[src/rtl/lock_access_arbiter.sv]
// Round-robin arbiter that shares one password checker among NUM_REQ keypads.
// It keeps a wrong-attempt count per keypad and masks a keypad from arbitration for a while once it reaches MAX_WRONG.
module lock_access_arbiter #(
    parameter int NUM_REQ        = 4,
    parameter int MAX_WRONG      = 3,
    parameter int LOCKOUT_CYCLES = 16,
    parameter int RESP_TIMEOUT   = 8
) (
    input  logic                   clk,
    input  logic                   reset_n,
    input  logic [NUM_REQ-1:0]     req,
    input  logic [4*NUM_REQ-1:0]   code_in,
    output logic [NUM_REQ-1:0]     ack,
    output logic                   pass,
    output logic                   timeout,
    output logic [NUM_REQ-1:0]     lockout,
    output logic                   busy,
    output logic [3:0]             lock_password,
    output logic                   lock_submit,
    input  logic                   lock_result_valid,
    input  logic                   lock_result_ok,
    output logic [1:0]             state_dbg
);

    // Handshake: req[i] is a level held until ack[i] pulses; ack is a single
    // cycle and carries pass/timeout. Toward the checker, lock_submit is a
    // single-cycle pulse and lock_result_valid is only honoured while waiting.

    typedef enum logic [1:0] {
        S_IDLE    = 2'd0,
        S_ISSUE   = 2'd1,
        S_WAIT    = 2'd2,
        S_RESPOND = 2'd3
    } state_t;

    localparam int IW = (NUM_REQ > 1) ? $clog2(NUM_REQ) : 1;
    localparam int TW = $clog2(RESP_TIMEOUT + 1);
    localparam int LW = $clog2(LOCKOUT_CYCLES + 1);

    state_t            state;
    logic [IW-1:0]     last_grant;
    logic [IW-1:0]     winner_q;
    logic [3:0]        code_q;
    logic [TW-1:0]     wait_tmr;
    logic              res_ok;
    logic              res_to;
    logic [2:0]        wrong_cnt [NUM_REQ];
    logic [LW-1:0]     lock_tmr  [NUM_REQ];

    logic [NUM_REQ-1:0] elig;
    logic               found;
    logic [IW-1:0]      win;
    logic [IW-1:0]      idx;
    logic [3:0]         win_code;

    assign elig      = req & ~lockout;
    assign busy      = (state != S_IDLE);
    assign state_dbg = state;

    // Search starts one past the last grant and wraps around.
    always_comb begin
        found    = 1'b0;
        win      = '0;
        idx      = '0;
        win_code = '0;
        for (int k = 0; k < NUM_REQ; k++) begin
            idx = IW'((int'(last_grant) + 1 + k) % NUM_REQ);
            if (!found && elig[idx]) begin
                found    = 1'b1;
                win      = idx;
                win_code = code_in[{idx, 2'b00} +: 4];
            end
        end
    end

    always_ff @(posedge clk or negedge reset_n) begin
        if (!reset_n) begin
            state         <= S_IDLE;
            last_grant    <= IW'(NUM_REQ - 1);
            winner_q      <= '0;
            code_q        <= '0;
            wait_tmr      <= '0;
            res_ok        <= 1'b0;
            res_to        <= 1'b0;
            lock_password <= '0;
            lock_submit   <= 1'b0;
            ack           <= '0;
            pass          <= 1'b0;
            timeout       <= 1'b0;
        end else begin
            lock_submit <= 1'b0;
            ack         <= '0;
            pass        <= 1'b0;
            timeout     <= 1'b0;
            case (state)
                S_IDLE: begin
                    if (found) begin
                        winner_q   <= win;
                        code_q     <= win_code;
                        last_grant <= win;
                        state      <= S_ISSUE;
                    end
                end
                S_ISSUE: begin
                    lock_submit   <= 1'b1;
                    lock_password <= code_q;
                    wait_tmr      <= '0;
                    state         <= S_WAIT;
                end
                S_WAIT: begin
                    if (lock_result_valid) begin
                        res_ok <= lock_result_ok;
                        res_to <= 1'b0;
                        state  <= S_RESPOND;
                    end else if (wait_tmr == TW'(RESP_TIMEOUT - 1)) begin
                        res_ok <= 1'b0;
                        res_to <= 1'b1;
                        state  <= S_RESPOND;
                    end else begin
                        wait_tmr <= wait_tmr + TW'(1);
                    end
                end
                S_RESPOND: begin
                    ack           <= '0;
                    ack[winner_q] <= 1'b1;
                    pass          <= res_ok;
                    timeout       <= res_to;
                    state         <= S_IDLE;
                end
                default: state <= S_IDLE;
            endcase
        end
    end

    // A locked keypad is never granted, so its timer and the verdict update
    // can never collide.
    always_ff @(posedge clk or negedge reset_n) begin
        if (!reset_n) begin
            lockout <= '0;
            for (int i = 0; i < NUM_REQ; i++) begin
                wrong_cnt[i] <= '0;
                lock_tmr[i]  <= '0;
            end
        end else begin
            for (int i = 0; i < NUM_REQ; i++) begin
                if (lock_tmr[i] != '0) begin
                    lock_tmr[i] <= lock_tmr[i] - LW'(1);
                    if (lock_tmr[i] == LW'(1)) begin
                        lockout[i]   <= 1'b0;
                        wrong_cnt[i] <= '0;
                    end
                end else if (state == S_RESPOND && winner_q == IW'(i)) begin
                    if (res_ok) begin
                        wrong_cnt[i] <= '0;
                    end else if (!res_to) begin
                        if (wrong_cnt[i] >= 3'(MAX_WRONG - 1)) begin
                            wrong_cnt[i] <= 3'(MAX_WRONG);
                            lockout[i]   <= 1'b1;
                            lock_tmr[i]  <= LW'(LOCKOUT_CYCLES);
                        end else begin
                            wrong_cnt[i] <= wrong_cnt[i] + 3'd1;
                        end
                    end
                end
            end
        end
    end

endmodule

[config.mk]
export PLATFORM = sky130hd
export DESIGN_NAME = lock_access_arbiter
export DESIGN_NICKNAME = d
export VERILOG_FILES = /design/src/rtl/lock_access_arbiter.sv
export SDC_FILE = /design/constraint.sdc
export NUM_CORES = 1
export LEC_CHECK = 0
export ABC_AREA = 1
export BUFFER_PORTS_ARGS = -buffer_cell sky130_fd_sc_hd__buf_4
export CAP_MARGIN = 20
export CORE_AREA = 2 2 93 104
export DETAILED_ROUTE_END_ITERATION = 7
export DIE_AREA = 0 0 95 106
export PLACE_DENSITY = 0.6
export SETUP_SLACK_MARGIN = 0.3
export SKIP_LAST_GASP = 1
export SYNTH_ARGS = -nofsm -noshare
export SYNTH_HDL_FRONTEND = slang
export SYNTH_SLANG_ARGS = --single-unit
[constraint.sdc]
create_clock -name clk -period 1.9 [get_ports clk]
set_input_delay 0.38 -clock clk [delete_from_list [all_inputs] [get_ports clk]]
set_output_delay 0.38 -clock clk [all_outputs]
set_load 0.005 [all_outputs]
==> impl_metrics.tcl <==
set metrics [dict create \
    core_area_um2 9120 \
    ys.flop_type "dfrtp_1" \
    cts_tree "done" \
    setup-violations-final 0 \
    yosysSeqAreaShare 0.400 \
    synth.most_common_cell "nand2_1" \
    grt_usage 0.187 \
    instances_no_fill 727 \
    synthTopCellsByArea "dfrtp_1 39%, nand2_1 17%, ha_1 7.6%" \
    initial_utilization 0.433 \
    p_clk_frac 0.163 \
    dp_slack_ps 82.1 \
    via_count 3577 \
    cellLeakagePower_nw 2.69 \
    drv_slew 0 \
    synthToLayoutAreaGrowth_pct 29.4 \
    dp_cells 700 \
    placed_area_um2 4480 \
    clk_pin_slew_worst_paths_ps 70 \
    power_density_nw_per_um2 1670 \
    synth_commonest_cells "177 x nand2_1, 72 x inv_1, 61 x dfrtp_1" \
    rows 37 \
    numCtsBuffers 9 \
    grt_setup_unrepaired "yes" \
    p_switching_mw 3.80 \
    synth_compound_area_frac 0.0824 \
    hold_violations 0 \
    antenna_found_initial 0 \
    fill_cells 823 \
    comb_power_share 0.564 \
    port_buffers 41 \
    synth_xor_area_frac 0.0177 \
    yosysWarnings 0 \
    synthDistinctLibCells 37 \
    tns_ps 0 \
    final_nets 653 \
    ir_drop_v 0.000853 \
    hpwl_um 6660 \
    grt_pass1_vias 3455 \
    dr.first_iter.drc_count 142 \
    diodes 0 \
    status "complete, no violations" \
    drive_gt1_frac 0.262 \
    relSlewSlack 0.726 \
    synthAdderAreaFrac 0.0761 \
    wl_per_cell_um 12.5 \
    dieArea_um2 10100 \
    intPower_mw 4.74 \
    netlist_area_um2 3950 \
    synth_top_family_by_area "simple AND/OR/NAND/NOR gates" \
    synth-edff-count 0 \
    max_freq_mhz 583 \
    synth_cells 538 \
    period_share 0.903 \
    synthMuxAreaShare 0.00285 \
    synth_top_area_frac 0.387 \
    wl_um 9100 \
    ys_ff_latch 63 \
    worst_setup_path_end_kind "flip-flop" \
    grt_max_degree 32 \
    worst_slew_pin_slew_ps 411 \
    share_seq_of_total_power 0.273 \
    sw_frac_of_total 0.445 \
    cts_max_path_buffers 2 \
    fin_skew_ps 10.3 \
    dr.pass1.iters 5 \
    die_w_um 95 \
    cp_max_fo 8 \
    clock-sinks 63 \
    finalPower_mw 8.54 \
    root_buffer "clkbuf_8" \
    fin_crit_ps 1720 \
    worstSkewPairLatency_ps 340 \
    synth-simple-area-share 0.328 \
    cp.arrival_ps 1940 \
    synth_top_area_cell "dfrtp_1" \
    die_h_um 106 \
    ant_nets 0 \
    async_flop_share 1.00 \
    overflow 0 \
    io_pins 42 \
    start_kind "flip-flop" \
    regToRegSetupSlack_ps 180 \
    place.gp.congestion 0.872 \
    hold_path_class "input port to flip-flop" \
    final_cell_area_um2 5110 \
    max_cap_violations 0 \
    viasPerCell 4.92 \
    h-tree-depth 3 \
    syn-mean-instance-area_um2 7.34 \
    grt_pass1_wl_um 14900 \
    synth_nets 586 \
    setup_ws_ps 185 \
    crit_required_ps 2130 \
    drc_errors 0 \
    critical_path_class "flip-flop to flip-flop" \
]
[sequential cells by signal (all words and copies together), names as in the netlist]
signal,flops
lock_tmr,20
wrong_cnt,12
ack,4
code_q,4
lock_password,4
lockout,4
wait_tmr,4
last_grant,2
state_dbg,2
winner_q,2
lock_submit,1
pass,1
res_ok,1
res_to,1
timeout,1
[worst max-delay path, stage by stage (launching register included)]
cell and delay [ps]:
dfstp_2 650, buf_6 170, nand3_4 100, nand3_4 90
nand2_4 70, nand3_4 120, nor2_8 50, nor2_8 130
clkinv_4 100, nand2_1 60, nand2_1 50
[path summary, 6_finish.rpt]
path / cells past startpoint / from / end
hold / removal: 2 / lock_result_ok / res_ok$_DFFE_PN0P_
setup / recovery: 10 / last_grant[0]$_DFFE_PN1P_ / winner_q[0]$_DFFE_PN0P_
hold reg to reg: 2 / lock_password[1]$_DFFE_PN0P_ / lock_password[1]$_DFFE_PN0P_
max in group asynchronous: 3 / reset_n / state_dbg[1]$_DFFE_PN0P_
setup reg to reg: 10 / last_grant[0]$_DFFE_PN1P_ / winner_q[0]$_DFFE_PN0P_
min in group asynchronous: 2 / reset_n / wrong_cnt[6]$_DFFE_PN0P_
[layer usage]
layer,routed length (µm),GRT usage,vias to the layer above
met4,175,0.0797,0
li1,-,-,1840
met2,4690,0.322,59
met3,288,0.0411,14
met1,3940,0.224,1664
met5,0,0,-
[repair_timing]
item / CTS / global route
pin swaps: 8 / 3
hold endpoints to repair: 27 / 0
endpoints found under the setup margin: 27 / 34
hold buffers: 1 / 0
buffers inserted: 6 / 4
resized for setup: 44 / 57
[per-stage QoR]
stage	utilization	hold slack [ps]
2_1_floorplan	-	84.4
4_1_cts	0.540	261
3_3_place_gp	0.491	345
6_report	0.560	279
3_5_place_dp	0.491	351
5_1_grt	0.560	278
[placed cells by master (no fill, tap or decap), types with 10 or more instances in the layout]
cell      synthesis  layout
buf_4             2      61
clkbuf_8          0      13
dfrtp_1          61      58
ha_1             24      19
inv_1            72      63
nand2_1         177     165
nand2_2           4      11
nand3_1          51      39
nand3_2           3      10
nor2_1           44      36
o21ai_0          33      13
o21ai_1           2      16
[kinds of logic (layout without fill, tap and decap cells)]
group | count (synthesis) | in the layout
buf+inv | 86 | 158
xor+xnor | 8 | 8
simple gates | 298 | 298
mux | 1 | 1
compound gates | 58 | 58
fa+ha+maj | 24 | 24
flops | 63 | 63
[power groups by stage]
stage          Clock [mW]  Combinational, mW  Sequential (mW)
6_report             1.39               4.82             2.33
5_1_grt              1.47               5.41             2.40
4_1_cts              1.42               4.44             2.30
3_5_place_dp            0               4.05             2.31
3_3_place_gp            0               3.97             2.30
2_1_floorplan           0               3.11             2.20
[cell type report]
type                    count  area, µm²  area share
inverters                  75        294      0.0575
clock buffers              14        183      0.0357
well taps                 117        146      0.0286
repair buffers             67        542       0.106
multi-input cells         389       2300       0.451
flip-flops and latches     63       1580       0.310
clock inverters             2       60.1      0.0118
Note: power is estimated with default switching activity, not from simulation.
